[src/rtl/isq_pkg.sv]
// Shared sizing and FSM encoding for the age-ordered issue-queue scheduler.
package isq_pkg;

    localparam int ISQ_DEPTH       = 8;
    localparam int ISQ_INDEX_WIDTH = $clog2(ISQ_DEPTH);

    typedef enum logic {
        ST_IDLE  = 1'b0,
        ST_OFFER = 1'b1
    } isq_state_t;

endpackage

[src/rtl/isq_oldest_select.sv]
// Combinational oldest-candidate picker: grants the candidate that no other candidate is older than.
module isq_oldest_select #(
    parameter int DEPTH = 8,
    parameter int IDX_W = $clog2(DEPTH)
) (
    input  logic [DEPTH-1:0]            candidates,
    input  logic [DEPTH-1:0][DEPTH-1:0] age,
    output logic [DEPTH-1:0]            grant,
    output logic [IDX_W-1:0]            index,
    output logic                        any
);

    logic [DEPTH-1:0] blocked;

    // blocked[i] is set when some other candidate j satisfies age[j][i]
    always_comb begin
        blocked = '0;
        for (int i = 0; i < DEPTH; i++) begin
            for (int j = 0; j < DEPTH; j++) begin
                blocked[i] = blocked[i] | (candidates[j] & age[j][i]);
            end
        end
    end

    assign grant = candidates & ~blocked;
    assign any   = |candidates;

    always_comb begin
        index = '0;
        for (int i = 0; i < DEPTH; i++) begin
            if (grant[i]) index = IDX_W'(i);
        end
    end

endmodule

[src/rtl/isq_age_scheduler.sv]
// Issue-queue scheduler: lowest-free allocation, age-matrix ordering, one issue offer per cycle.
//
//   state    | meaning
//   ---------+-------------------------------------------------------------
//   ST_IDLE  | no offer outstanding; latch oldest candidate when one appears
//   ST_OFFER | issue_index offered to the functional unit until accepted
module isq_age_scheduler #(
    parameter int ISQ_DEPTH       = isq_pkg::ISQ_DEPTH,
    parameter int ISQ_INDEX_WIDTH = $clog2(ISQ_DEPTH)
) (
    input  logic                       clock,
    input  logic                       reset,
    input  logic                       flush,
    input  logic                       enq_valid,
    output logic                       enq_ready,
    output logic [ISQ_DEPTH-1:0]       enq_wr_en,
    output logic [ISQ_INDEX_WIDTH-1:0] enq_index,
    input  logic [ISQ_DEPTH-1:0]       entry_valid,
    input  logic [ISQ_DEPTH-1:0]       entry_ready,
    output logic [ISQ_DEPTH-1:0]       entry_clear,
    output logic                       issue_valid,
    output logic [ISQ_INDEX_WIDTH-1:0] issue_index,
    input  logic                       issue_ready,
    output logic [ISQ_INDEX_WIDTH:0]   occupancy,
    output logic                       full,
    output logic                       empty
);

    import isq_pkg::*;

    localparam int D = ISQ_DEPTH;
    localparam int W = ISQ_INDEX_WIDTH;

    isq_state_t            state, state_next;
    logic [W-1:0]          issue_idx_q, issue_idx_next;
    logic [D-1:0]          busy, busy_next;
    logic [D-1:0][D-1:0]   age, age_next;

    logic [W-1:0]          alloc_idx;
    logic                  alloc_found;
    logic                  enq_fire;
    logic                  offering;
    logic [D-1:0]          offer_onehot;
    logic [D-1:0]          candidates;
    logic [D-1:0]          sel_grant;
    logic [W-1:0]          sel_index;
    logic                  sel_any;
    logic                  issue_fire;
    logic [D-1:0]          freed;

    // occupancy and status
    always_comb begin
        occupancy = '0;
        for (int i = 0; i < D; i++) begin
            occupancy = occupancy + (W+1)'(busy[i]);
        end
    end

    assign full      = (occupancy == (W+1)'(D));
    assign empty     = (occupancy == '0);
    assign enq_ready = ~full & ~flush;

    // lowest-index free entry; freed-this-cycle entries still look busy here
    always_comb begin
        alloc_idx   = '0;
        alloc_found = 1'b0;
        for (int i = 0; i < D; i++) begin
            if (!busy[i] && !alloc_found) begin
                alloc_idx   = W'(i);
                alloc_found = 1'b1;
            end
        end
    end

    assign enq_fire  = enq_valid & enq_ready & ~reset;
    assign enq_wr_en = enq_fire ? (D'(1) << alloc_idx) : '0;
    assign enq_index = alloc_idx;

    assign offering     = (state == ST_OFFER);
    assign offer_onehot = D'(1) << issue_idx_q;
    assign candidates   = busy & entry_valid & entry_ready & ~(offering ? offer_onehot : '0);

    isq_oldest_select #(
        .DEPTH (D),
        .IDX_W (W)
    ) u_oldest_select (
        .candidates (candidates),
        .age        (age),
        .grant      (sel_grant),
        .index      (sel_index),
        .any        (sel_any)
    );

    assign issue_fire = offering & issue_ready & ~flush & ~reset;
    assign freed      = issue_fire ? offer_onehot : '0;

    // FSM: state register
    always_ff @(posedge clock or posedge reset) begin
        if (reset) begin
            state       <= ST_IDLE;
            issue_idx_q <= '0;
        end else begin
            state       <= state_next;
            issue_idx_q <= issue_idx_next;
        end
    end

    // FSM: next state
    always_comb begin
        state_next     = state;
        issue_idx_next = issue_idx_q;
        if (flush) begin
            state_next = ST_IDLE;
        end else begin
            case (state)
                ST_IDLE: begin
                    if (sel_any) begin
                        state_next     = ST_OFFER;
                        issue_idx_next = sel_index;
                    end
                end
                ST_OFFER: begin
                    if (issue_ready) begin
                        if (sel_any) begin
                            issue_idx_next = sel_index;
                        end else begin
                            state_next = ST_IDLE;
                        end
                    end
                end
                default: state_next = ST_IDLE;
            endcase
        end
    end

    // FSM: outputs
    always_comb begin
        issue_valid = offering & ~flush & ~reset;
        issue_index = issue_idx_q;
        entry_clear = freed;
        if (flush && !reset) entry_clear = '1;
    end

    // busy vector and age matrix
    always_comb begin
        busy_next = (busy & ~freed) | enq_wr_en;
        age_next  = age;
        if (enq_fire) begin
            for (int j = 0; j < D; j++) begin
                age_next[alloc_idx][j] = 1'b0;
            end
            for (int j = 0; j < D; j++) begin
                age_next[j][alloc_idx] = busy[j] & ~freed[j];
            end
        end
    end

    always_ff @(posedge clock or posedge reset) begin
        if (reset) begin
            busy <= '0;
            age  <= '0;
        end else if (flush) begin
            busy <= '0;
            age  <= '0;
        end else begin
            busy <= busy_next;
            age  <= age_next;
        end
    end

endmodule
[config.mk]
export PLATFORM = sky130hd
export DESIGN_NAME = isq_age_scheduler
export DESIGN_NICKNAME = d
export VERILOG_FILES = /design/src/rtl/isq_pkg.sv /design/src/rtl/isq_oldest_select.sv /design/src/rtl/isq_age_scheduler.sv
export SDC_FILE = /design/constraint.sdc
export NUM_CORES = 1
export LEC_CHECK = 0
export BUFFER_PORTS_ARGS = -buffer_cell sky130_fd_sc_hd__buf_2
export CAP_MARGIN = 20
export CORE_MARGIN = 1.5
export CORE_UTILIZATION = 55
export CTS_BUF_LIST = sky130_fd_sc_hd__clkbuf_8 sky130_fd_sc_hd__clkbuf_16
export CTS_CLUSTER_SIZE = 14
export DETAILED_ROUTE_END_ITERATION = 16
export GPL_TIMING_DRIVEN = 0
export PLACE_DENSITY_LB_ADDON = 0.05
export SLEW_MARGIN = 10
export SYNTH_ARGS = -nofsm -noshare
export SYNTH_HDL_FRONTEND = slang
export SYNTH_SLANG_ARGS = --single-unit
[constraint.sdc]
create_clock -name clock -period 4.54 [get_ports clock]
set_input_delay 0.227 -clock clock [delete_from_list [all_inputs] [get_ports clock]]
set_output_delay 0.227 -clock clock [all_outputs]
set_load 0.1 [all_outputs]
# == Yosys cells after proc, flatten, opt, wreduce, memory -nomap -nowiden ==
# Cells that the tools add are included.
# totals
reg_bits,76
output_inout_bits,30
word_cells,285
# op_classes
n_lt_le_gt_ge,2
shifts,2
n_eq_ne,2
reduce_logical,27
muxes,61
n_bitwise,173
add_sub_neg,7
# op_table
operator,n
64-bit AND,8
64-bit NOT,8
8-bit demux with 3-bit select,8
64-bit two-way mux,2
1-bit AND,80
8-bit bitwise mux,8
1-bit bitwise OR,56
8-bit two-way mux,6
3-bit two-way mux,15
8-bit AND,5
8-bit NOT,3
4-bit by 1-bit adder with 4-bit output,4
1-bit by 3-bit << shifter with 8-bit output (first input constant),2
1-bit logical NOT,14
1-bit two-way mux,14
1-bit NOT,12
1-bit logical AND,9
8-bit bitwise OR,1
8-bit OR reduction,1
7-bit two-way mux,1
6-bit two-way mux,1
3-bit one-hot mux with 2 select lines,1
5-bit two-way mux,1
3-bit by 1-bit adder with 4-bit output,1
13 further kinds,13

# == Longest topological paths before layout ==
# logic_depth
word_depth,37
ltp_mapped,16
depth_no_buf,16

# == Modules after synthesis ==
# A second synthesis with hierarchy kept.
# unflattened
hier_cells,457
area_unflattened_um2,4277.9
# by_module_without_submodules
mod,area_per_inst_um2,cells_each,instances
isq_age_scheduler,3792.4,382,1
isq_oldest_select,485.5,75,1

# == Least setup slack after synthesis ==
# OpenSTA, ideal clock, no wires.
# synth_timing
path_kind,reg-to-output
startpoint,reg busy[0]
endpoint,out enq_ready
setup_slack_ns,-3.253
required_time_ns,4.313
stages_incl_launch_ff,10
t_arrival_ns,7.566
path_cell_list,dfrtp_1 fa_1 inv_1 fa_1 fa_1 inv_1 ha_1 nand2b_1 nor4_1 nor2_1
# synth_via
elab_chain_cells,10
# synth_lines
item,line,rtl
start: declaration,isq_age_scheduler.sv:36,"logic [D-1:0] busy, busy_next;"
start signal: assignment,isq_age_scheduler.sv:166,busy <= busy_next;
1-bit by 1-bit adder with 2-bit output,isq_age_scheduler.sv:55,occupancy = occupancy + (W+1)'(busy[i]);
2-bit by 1-bit adder with 3-bit output,isq_age_scheduler.sv:55,
3-bit by 1-bit adder with 4-bit output,isq_age_scheduler.sv:55,
4-bit by 1-bit adder with 4-bit output (4 in a row),isq_age_scheduler.sv:55,
named net occupancy[0],isq_age_scheduler.sv:24,"output logic [ISQ_INDEX_WIDTH:0] occupancy,"
4-bit equality test,isq_age_scheduler.sv:59,assign full = (occupancy == (W+1)'(D));
named net full,isq_age_scheduler.sv:25,"output logic full,"
1-bit NOT,isq_age_scheduler.sv:61,assign enq_ready = ~full & ~flush;
1-bit AND,isq_age_scheduler.sv:61,
end: declaration,isq_age_scheduler.sv:15,"output logic enq_ready,"
# The timed path passes the listed nets, and every way through them passes these cells.

# == Worst setup path in the final report ==
# layout_timing
startpoint,reg busy[1]
endpoint,out enq_wr_en[1]
# layout_via
elab_chain_cells,23
word_cells_on_any_way,41
classes_between,add/sub: 7; eq/ne: 1; shift: 1; mux: 14; bitwise: 4; reduce/logical: 14
# layout_lines
item,line,rtl
"parallel branches: the longest is 22 deep, another holds 3-bit by 1-bit adder with 4-bit output",--,
8-bit two-way mux *,isq_age_scheduler.sv:76,assign enq_wr_en = enq_fire ? (D'(1) << alloc_idx) : '0;
end: declaration,isq_age_scheduler.sv:16,"output logic [ISQ_DEPTH-1:0] enq_wr_en,"
# Mark *: on every way between the ends.

==> flow_summary.yaml <==
finish:
  layout-drive-gt1-share_pct: 25.0
  nNetsFinal: 558
  final_common_cell: "dfrtp_1"
  final_cell_mix: "dfrtp_1, nand2_1, buf_2"
  antenna_cells: 0
  final_util_pct: 71.9
  fill_cells: 567
  area_growth_pct: 24.8
  ff_latch_area_um2: 1710
  multi_input_area_um2: 2230
timing:
  finalCritPeriodShare_pct: 98.7
  timing.final.ws_setup_ns: 0.0581
  worst_pin_slew_ns: 1.02
  hold_violations: 0
  fin_crit_ns: 4.48
  fmax_mhz: 223
  grt_setup_unrepaired: "true"
  fin_skew_ns: 0.00909
  relSlewSlack_pct: 31.3
  setup_viol: 0
  whs_ns: 0.198
  finalMaxSlewViolations: 0
floorplan:
  initial_utilization_pct: 57.6
  num_io_pins: 51
  die_w_um: 88.1
  rows: 30
  fp.coreArea_um2: 6910
  dieArea_um2: 7760
  die_y_um: 88.1
route:
  vias: 4091
  antenna_left: 0
  via_per_inst: 6.51
  wirelength_mm: 14.3
  first_pass_iters: 5
  drc: 0
  initialDrtViolationCount: 615
  post_drt_wl_per_cell_um: 22.7
critical_path:
  cp_top_family: "adder cells"
  cp_data_required_time_ns: 4.31
  critical_path_arrival_ns: 4.25
  critPathMaxFanout: 5
  endpoint_kind: "output pin"
  crit_chain: "fa_1, inv_1, fa_1, fa_1, inv_2, ha_4, inv_2, fa_2, nand2b_4, o41ai_4, buf_4, nand2b_4, or3_4, inv_4, buf_12"
  max_stage_delay_ns: 0.56
  cp-start-kind: "register"
  worst_path_most_repeated_cell: "fa_1"
  critPathSlowestCell: "fa_2"
  path_buf_inv: 6
  path_class: "register to output pin"
pwr:
  power_density_nw_per_um2: 280
  leakage_nw: 2.27
  ir_drop_mv: 0.220
synthesis:
  ys_seq_elements: 68
  synth.area.top_cells: "dfrtp_1, nand2_1, nor2_1"
  synthesis.area_um2: 3980
  ys.flop_type: "dfrtp_1"
  ys_types: 65
  synth.largest_area_cell: "dfrtp_1"
  yosysSeqAreaShare_pct: 42.8
  async_reset_ff_share_pct: 100
  mappedNetlistNets: 478
  syn_avg_cell_area_um2: 8.88
  synth_top_area_share_pct: 42.8
  yosysWarnings: 0
  syn_inst: 448
  synth-edff-count: 0
placed_design:
  io_buffers: 50
  gp_congestion: 0.928
  place_ws_ns: -0.498
  dp_hpwl_mm: 9.93
outcome:
  status: "completed"
job:
  drv_cap: 0
clock_network:
  clock_path_buffers: 2
  htree_levels: 3
  clk_pin_slew_worst_paths_ns: 0.08
  clock_latency_ns: 0.35
  cts_made_buffers: 9
  cts_tree: "done"
  clockRootBuffer: "clkbuf_8"
  clock_sinks: 68
global_routing:
  grt_antenna_before_repair: 0
  grt_pass1_wl_mm: 21.1
  grt_pass1_vias: 3832
  overflow: 0
  grt_max_degree: 47
  grtUsageTotal_pct: 37.7
worst_hold_path:
  hp-class: "input pin to register"
-- registers in the layout, indices dropped and copies added, names as in the netlist --
signal	count
issue_index	3
busy	8
offering	1
age	56
-- cells by family after synthesis --
group                    after synthesis  share of synthesized area (%)
AND/OR/NAND/NOR                      197                           26.0
AO/OA/AOI/OAI                        115                           20.2
flip-flops                            68                           42.8
buffers and inverters                 50                           5.16
adder cells (fa/ha/maj)                9                           3.58
multiplexers                           8                           2.04
XOR/XNOR                               1                          0.220
-- layout make-up --
| cell class | count | area share [%] |
|---|---|---|
| clock buffers | 9 | 2.49 |
| well taps | 96 | 2.42 |
| plain buffers | 18 | 1.81 |
| clock inverters | 6 | 1.16 |
| repair buffers | 70 | 10.2 |
| inverters | 31 | 2.57 |
| flip-flops and latches | 68 | 34.3 |
| multi-input cells | 330 | 45.0 |
-- repair_timing --
item / CTS / global route
endpoints found under the hold margin: 23 / 0
gates resized for setup: 52 / 8
hold buffers: 1 / 0
endpoints found under the setup margin: 64 / 38
pin swaps: 2 / 4
buffers inserted: 13 / 5
-- worst paths after layout --
path                                      from                   to  slack, ns  depth (start not counted)
setup / recovery             busy[1]$_DFF_PP0_         enq_wr_en[1]       0.06                         15
hold / removal                     issue_ready   offering$_DFF_PP0_       0.20                          4
setup reg to reg             busy[1]$_DFF_PP0_  age[26]$_DFFE_PP0P_       0.09                         17
hold reg to reg            age[54]$_DFFE_PP0P_  age[54]$_DFFE_PP0P_       0.50                          1
max in group asynchronous                reset    busy[0]$_DFF_PP0_       3.57                          4
min in group asynchronous                reset   offering$_DFF_PP0_       0.42                          3
-- synthesized netlist by cell type, drive strengths merged (6+ instances only) --
| library cell | n |
|---|---|
| nor3 | 15 |
| a22o | 6 |
| nor2b | 8 |
| mux2i | 7 |
| and3 | 18 |
| nor2 | 40 |
| and2 | 11 |
| clkbuf | 15 |
| o21ai | 32 |
| nand2b | 8 |
| a21oi | 24 |
| nand2 | 48 |
| dfrtp | 68 |
| o22ai | 7 |
| inv | 31 |
| nand3 | 20 |
-- where the power goes --
group          leakage [nW]  internal [mW]  switching (mW)  total [mW]
Clock                 0.100          0.247           0.242       0.488
Combinational          1.23         0.0624           0.213       0.275
Sequential            0.940          0.616          0.0135       0.629
Total                  2.27          0.925           0.468        1.39
-- metal layers --
metal  GRT usage (%)  part of all wire, %  vias up
met5               0                    0        -
met4            18.3                  4.5        0
met3            7.73                   11       61
met2            57.4                   45      308
met1            51.6                   40     1941
li1                -                    -     1781
-- stage by stage --
step	cells	cell area [um2]	TNS, ns	power, mW
after detailed placement	595	4440	-13.37	0.896
final	628	4970	0	1.39
after floorplan	448	4030	-0.330	0.836
after CTS	624	4900	-0.259	1.38
after global placement	594	4400	-6.98	0.889
after global routing	628	4970	-0.0105	1.42
-- worst reg2reg max path: stages (launching register included) --
cell	delay [ns]
dfrtp_2	0.44
fa_1	0.53
inv_1	0.05
fa_1	0.49
fa_1	0.42
inv_2	0.08
ha_4	0.13
inv_2	0.03
fa_2	0.56
nand2b_4	0.07
o41ai_4	0.39
buf_4	0.23
nand2_1	0.18
nand2_1	0.19
clkbuf_4	0.24
nor2_1	0.06
a21oi_1	0.17
nor3_1	0.07
No activity file was read; power rests on OpenSTA's default activity.
